File: config.mk
export PLATFORM = sky130hd
export DESIGN_NAME = ifu_fetch
export DESIGN_NICKNAME = d
export VERILOG_FILES = /design/src/rtl/ifu_fetch.sv
export SDC_FILE = /design/constraint.sdc
export NUM_CORES = 1
export LEC_CHECK = 0
export CAP_MARGIN = 20
export CORE_MARGIN = 1
export CORE_UTILIZATION = 44
export CTS_BUF_LIST = sky130_fd_sc_hd__clkbuf_16
export CTS_CLUSTER_DIAMETER = 30
export DETAILED_ROUTE_END_ITERATION = 6
export PLACE_DENSITY = 0.78
export SYNTH_ARGS = -nofsm -noshare
export SYNTH_HDL_FRONTEND = slang
export SYNTH_SLANG_ARGS = --single-unit
File: constraint.sdc
create_clock -name clock -period 12.6 [get_ports clock]
set_input_delay 2.52 -clock clock [delete_from_list [all_inputs] [get_ports clock]]
set_output_delay 2.52 -clock clock [all_outputs]
set_load 0.01 [all_outputs]
File: src/rtl/ifu_fetch.sv
// Instruction fetch unit: holds the fetch PC, keeps one imem request in flight,
// and buffers returned words in a small {pc, insn} queue that feeds decode.
module ifu_fetch #(
  parameter logic [63:0] RESET_PC = 64'h8000_0000,
  parameter int          QDEPTH   = 2
) (
  input  logic        clock,
  input  logic        reset,
  output logic        imem_req_valid,
  input  logic        imem_req_ready,
  output logic [63:0] imem_req_addr,
  input  logic        imem_rsp_valid,
  input  logic [31:0] imem_rsp_insn,
  input  logic        redirect_valid,
  input  logic [63:0] redirect_pc,
  output logic        o_valid,
  output logic [31:0] o_insn,
  output logic [63:0] o_pc,
  input  logic        i_ready
);

  localparam int              PW    = $clog2(QDEPTH);
  localparam int              CW    = $clog2(QDEPTH + 1);
  localparam logic [CW-1:0]   QFULL = CW'(QDEPTH);

  typedef enum logic [1:0] {S_REQ, S_WAIT, S_DRAIN} state_t;

  typedef struct packed {
    logic [63:0] pc;
    logic [31:0] insn;
  } q_ent_t;

  state_t        state, state_nxt;
  logic [63:0]   fetch_pc, req_pc;
  q_ent_t        q_mem [QDEPTH];
  logic [PW-1:0] rd_ptr, wr_ptr;
  logic [CW-1:0] count;
  logic          req_fire, push, pop;

  // Only one request is ever in flight, so count alone bounds the issue.
  assign imem_req_valid = !reset && (state == S_REQ) && (count < QFULL);
  assign imem_req_addr  = fetch_pc;
  assign req_fire       = imem_req_valid && imem_req_ready;

  assign push    = (state == S_WAIT) && imem_rsp_valid && !redirect_valid;
  assign o_valid = (count != '0);
  assign pop     = o_valid && i_ready && !redirect_valid;
  assign o_insn  = o_valid ? q_mem[rd_ptr].insn : '0;
  assign o_pc    = o_valid ? q_mem[rd_ptr].pc   : '0;

  always_comb begin
    state_nxt = state;
    case (state)
      S_REQ:   if (req_fire) state_nxt = redirect_valid ? S_DRAIN : S_WAIT;
      S_WAIT: begin
        if (imem_rsp_valid)      state_nxt = S_REQ;
        else if (redirect_valid) state_nxt = S_DRAIN;
      end
      S_DRAIN: if (imem_rsp_valid) state_nxt = S_REQ;
      default: state_nxt = S_REQ;
    endcase
  end

  always_ff @(posedge clock or posedge reset) begin
    if (reset) state <= S_REQ;
    else       state <= state_nxt;
  end

  // A redirect overrides the sequential increment even when a request fires.
  always_ff @(posedge clock or posedge reset) begin
    if (reset) begin
      fetch_pc <= RESET_PC;
      req_pc   <= '0;
    end else if (redirect_valid) begin
      fetch_pc <= redirect_pc & ~64'h3;
    end else if (req_fire) begin
      fetch_pc <= fetch_pc + 64'd4;
      req_pc   <= fetch_pc;
    end
  end

  always_ff @(posedge clock or posedge reset) begin
    if (reset) begin
      rd_ptr <= '0;
      wr_ptr <= '0;
      count  <= '0;
      for (int i = 0; i < QDEPTH; i++) q_mem[i] <= '0;
    end else if (redirect_valid) begin
      rd_ptr <= '0;
      wr_ptr <= '0;
      count  <= '0;
    end else begin
      if (push) begin
        q_mem[wr_ptr] <= '{pc: req_pc, insn: imem_rsp_insn};
        wr_ptr        <= wr_ptr + PW'(1);
      end
      if (pop) rd_ptr <= rd_ptr + PW'(1);
      count <= count + CW'(push) - CW'(pop);
    end
  end

endmodule

After elaboration in Yosys (flattened, before gate mapping)
Cells that the tools add are included.
{"block": "word_totals", "reg_bits": 326, "inputBits": 102, "out_inout_bits": 162, "word_cells": 66}
{"block": "op_classes", "add_sub_neg": 5, "order_cmp": 4, "eq_ne": 5, "n_mux": 21, "n_bitwise": 3, "n_reduce_logical": 18}
{"cell": "2-to-1 mux 96 bit", "n": 4}
{"cell": "bitwise mux 192 bit", "n": 1}
{"cell": "2-to-1 mux 64 bit", "n": 3}
{"cell": "demux 96 bit (select 1 bit)", "n": 1}
{"cell": "adder 64 x 3 -> 64 bit, second input constant", "n": 1}
{"cell": "2-to-1 mux 32 bit", "n": 1}
{"cell": "2-to-1 mux 2 bit", "n": 6}
{"cell": "logical AND 1 bit", "n": 8}
{"cell": "nonzero test 2 bit", "n": 4}
{"cell": "case mux 2 bit (3 select lines)", "n": 1}
{"cell": ">= comparator 2 bit, second input constant", "n": 2}
{"cell": "2-to-1 mux 1 bit", "n": 4}
{"cell": "!= test 2 bit, second input constant", "n": 2}
{"cell": "inverter 1 -> 2 bit", "n": 2}
{"cell": "AND reduction 2 bit", "n": 2}
{"cell": "!= test 3 bit, second input constant", "n": 1}
{"cell": "AND reduction 3 bit", "n": 1}
{"cell": "adder 1 bit, second input constant", "n": 2}
{"cell": "adder 2 x 1 -> 2 bit", "n": 1}
{"cell": "equality test 2 x 1 -> 1 bit, second input constant", "n": 1}
{"cell": "equality test 2 bit, second input constant", "n": 1}
{"cell": "logical NOT 1 bit", "n": 2}
{"cell": "logical NOT 2 bit", "n": 1}
{"cell": "< comparator 2 x 1 -> 1 bit, second input constant", "n": 1}
{"cell": "3 further kinds", "n": 3}

Logic depth before layout (Yosys ltp)
{"block": "logic_depth", "ltp_word": 6, "ltp_mapped": 9, "ltp_nobuf": 9}

Worst setup path after synthesis
Ideal clock, no wire load.
{"block": "synth_path", "path_type": "input to output", "startpoint": "in reset", "endpoint": "out imem_req_valid", "arrival_time_ps": 3285, "required_time_ps": 10080, "slack_ps": 6795, "stages": 3, "n_path_buf": 1, "cell_sequence": "or4_1 > buf_2 > inv_1"}
{"block": "synth_via", "elab_chain_len": 3}
{"item": "start: declaration", "line": "8", "text": "input logic reset,"}
{"item": "logical NOT 1 bit (no line)"}
{"item": "logical AND 1 bit (2 in a row)", "line": "41", "text": "assign imem_req_valid = !reset && (state == S_REQ) && (count < QFULL);"}
{"item": "end: declaration", "line": "9", "text": "output logic imem_req_valid,"}
Every way passes these cells.

Final worst setup path
Ends and elaborated chain as after synthesis.

==> results.yml <==
grt:
  grt_usage_pct: 23.0
  grt_overflow_total: 0
  grt_max_degree: 197
  grt_pass1_wl_um: 60900
  grt_pass1_vias: 11200
  grt_antenna_before_repair: 1
synthesis:
  synth_edf_count: 0
  avgSynthCellArea_sq_um: 11.9
  async_flop_share_pct: 100
  synth_area_sq_um: 14700
  ys_seq_area_share_pct: 54.3
  synth-warning-count: 0
  synth.distinct_cells: 49
  syn_inst: 1232
  ys_seq_elements: 318
  synthFlopType: "dfrtp_1"
clock_network:
  cts_hold_buf: 0
  cts_sinks: 318
  root_buffer: "clkbuf_16"
  cts_tree: "yes"
  clk_pin_slew_worst_paths_ps: 50
  cts_made_buffers: 69
  clk_latency_ps: 550
  post_cts_resized: 0
  post-cts-setup-buffers: 0
  clock_path_buffers: 3
  htree_levels: 3
routing:
  drtAntennaViolNets: 0
  drt-total-wl_um: 38700
  drc: 0
  vias: 10900
  wl_per_cell_um: 19.4
  first_pass_iters: 7
  via_per_inst: 5.44
  drtIter0Drc: 635
critical_path:
  arrival_ps: 4640
  endpoint_kind: "output pin"
  regToRegEndpoint: "imem_req_addr[51]"
  r2r_cells: 5
  crit_path_start_kind: "input pin"
  timing.rr.start: "count[1]"
  worstPathRequired_ps: 10080
  criticalPathCategory: "input pin to output pin"
  crit_fanout: 7
  rrSetupSlack_ps: 9560
  critPathLaunch: "reset"
  critPathCapture: "imem_req_valid"
floorplan:
  pin_count: 264
  core_area_sq_um: 32700
  fp.dieH_um: 185
  start_util_pct: 44.8
  fp.dieW_um: 185
  die-area_sq_um: 34100
  row_count: 66
pwr:
  p_leak_nw: 8.51
  finalPower_mw: 3.71
  p_per_area_nw_per_um2: 185
  ir_drop_v: 0.000121
timing:
  rsz0062_at_grt: "false"
  tns_ps: 0
  fin_skew_ps: 27.4
  drv_slew: 0
  timing_hold_violations_final: 0
  worstMarginPinSlew_ps: 1230
  fin_crit_sh_pct: 56.9
  max_freq_mhz: 140
  setup_viol: 0
  fin_crit_ps: 7160
  max-slew-margin-rel_pct: 17.9
layout:
  fin_util_pct: 61.3
  syn_to_final_growth_pct: 36.8
  final_cells: 2000
  mostFrequentLayoutCells: "dfrtp_1, clkdlybuf4s50_1, mux2_2"
  fillCellCount: 2547
  stdcell_area_sq_um: 20100
  nets: 1608
  layout_commonest_cell: "dfrtp_1"
  drive_above_1_share_pct: 24.9
worst_hold_path:
  hold_class: "flip-flop to flip-flop"
  hold_start: "q_mem[118]"
placement:
  place_hpwl_um: 24400
  dp_cells: 1873
  post_dp_cell_area_sq_um: 17700
  io_buffers: 257
  place.gp.congestion: 0.833
run_status:
  status: "completed"
job:
  drv_cap: 0
==> per-stage QoR <==
| stage | hold slack, ps | worst slack (ps) |
|---|---|---|
| floorplan | 462 | 1280 |
| CTS | 500 | 5440 |
| global placement | 483 | 5490 |
| detailed placement | 490 | 5460 |
| global route | 507 | 5390 |
| finish | 501 | 5440 |
==> worst max-delay path, cell delays in order <==
cell             delay, ps
clkdlybuf4s50_1        570
or4_1                  730
inv_1                  220
clkdlybuf4s50_1        590
==> final cells by class <==
class	count	area, sq um	area share, %
sequential	318	7960	39.7
timing repair buffer	271	2710	13.5
clock buffer	71	1780	8.86
antenna	1	2.50	0.0125
multi-input combinational	832	6430	32.1
clock inverter	54	574	2.86
inverter	11	48.8	0.243
tap	442	553	2.76
==> per-layer routing <==
| layer | track usage [%] | up-vias | routed length, um |
|---|---|---|---|
| met2 | 37.0 | 369 | 18900 |
| met3 | 5.41 | 73 | 2450 |
| li1 | - | 4938 | - |
| met5 | 0 | - | 0 |
| met1 | 29.3 | 5497 | 16200 |
| met4 | 10.8 | 0 | 1170 |
==> logic make-up (layout without fill, tap and decap cells) <==
logic type,Yosys count,after routing,share of synthesized area (%)
AND/OR/NAND/NOR,358,358,11.7
multiplexers,344,344,25.6
AO/OA/AOI/OAI,82,82,3.35
adder cells (fa/ha/maj),3,3,0.256
buffers and inverters,85,407,2.34
flip-flops,318,318,54.3
other,1,5,0.0256
XOR/XNOR,41,41,2.45
==> registers in the layout, indices dropped and copies added (netlist names) <==
| register | count |
|---|---|
| count | 2 |
| wr_ptr | 1 |
| q_mem | 188 |
| rd_ptr | 1 |
| imem_req_addr | 62 |
| state | 2 |
| req_pc | 62 |
==> power breakdown <==
group          switching, mW  internal, mW  total [mW]
combinational          0.206         0.302       0.508
sequential             0.160          1.25        1.41
clock                  0.569          1.23        1.80
total                  0.935          2.78        3.71
==> synth_stat cells, drive strengths merged (7+ instances only) <==
cell / number / area, sq um
mux2i: 97 / 971
and3: 15 / 93.8
nor2b: 7 / 43.8
clkbuf: 52 / 195
or4: 11 / 86.3
mux2: 247 / 2780
dfrtp: 317 / 7930
nor3: 10 / 50.1
a31oi: 9 / 56.3
nor2: 126 / 473
nand4: 31 / 194
nand2: 77 / 289
buf: 22 / 106
nand3: 42 / 210
or3: 8 / 55.1
xnor2: 12 / 105
nor4: 15 / 93.8
o21ai: 50 / 250
inv: 10 / 37.5
xor2: 29 / 254
==> worst min path at each step <==
stage	endpoint	depth (start not counted)	slack, ps
6_report	q_mem[118]	1	500
5_1_grt	q_mem[11]	1	510
4_1_cts	req_pc[60]	2	500
3_5_place_dp	req_pc[60]	2	490
3_3_place_gp	req_pc[60]	2	480
2_1_floorplan	req_pc[37]	2	460
Note: power is estimated with default switching activity, not from simulation.
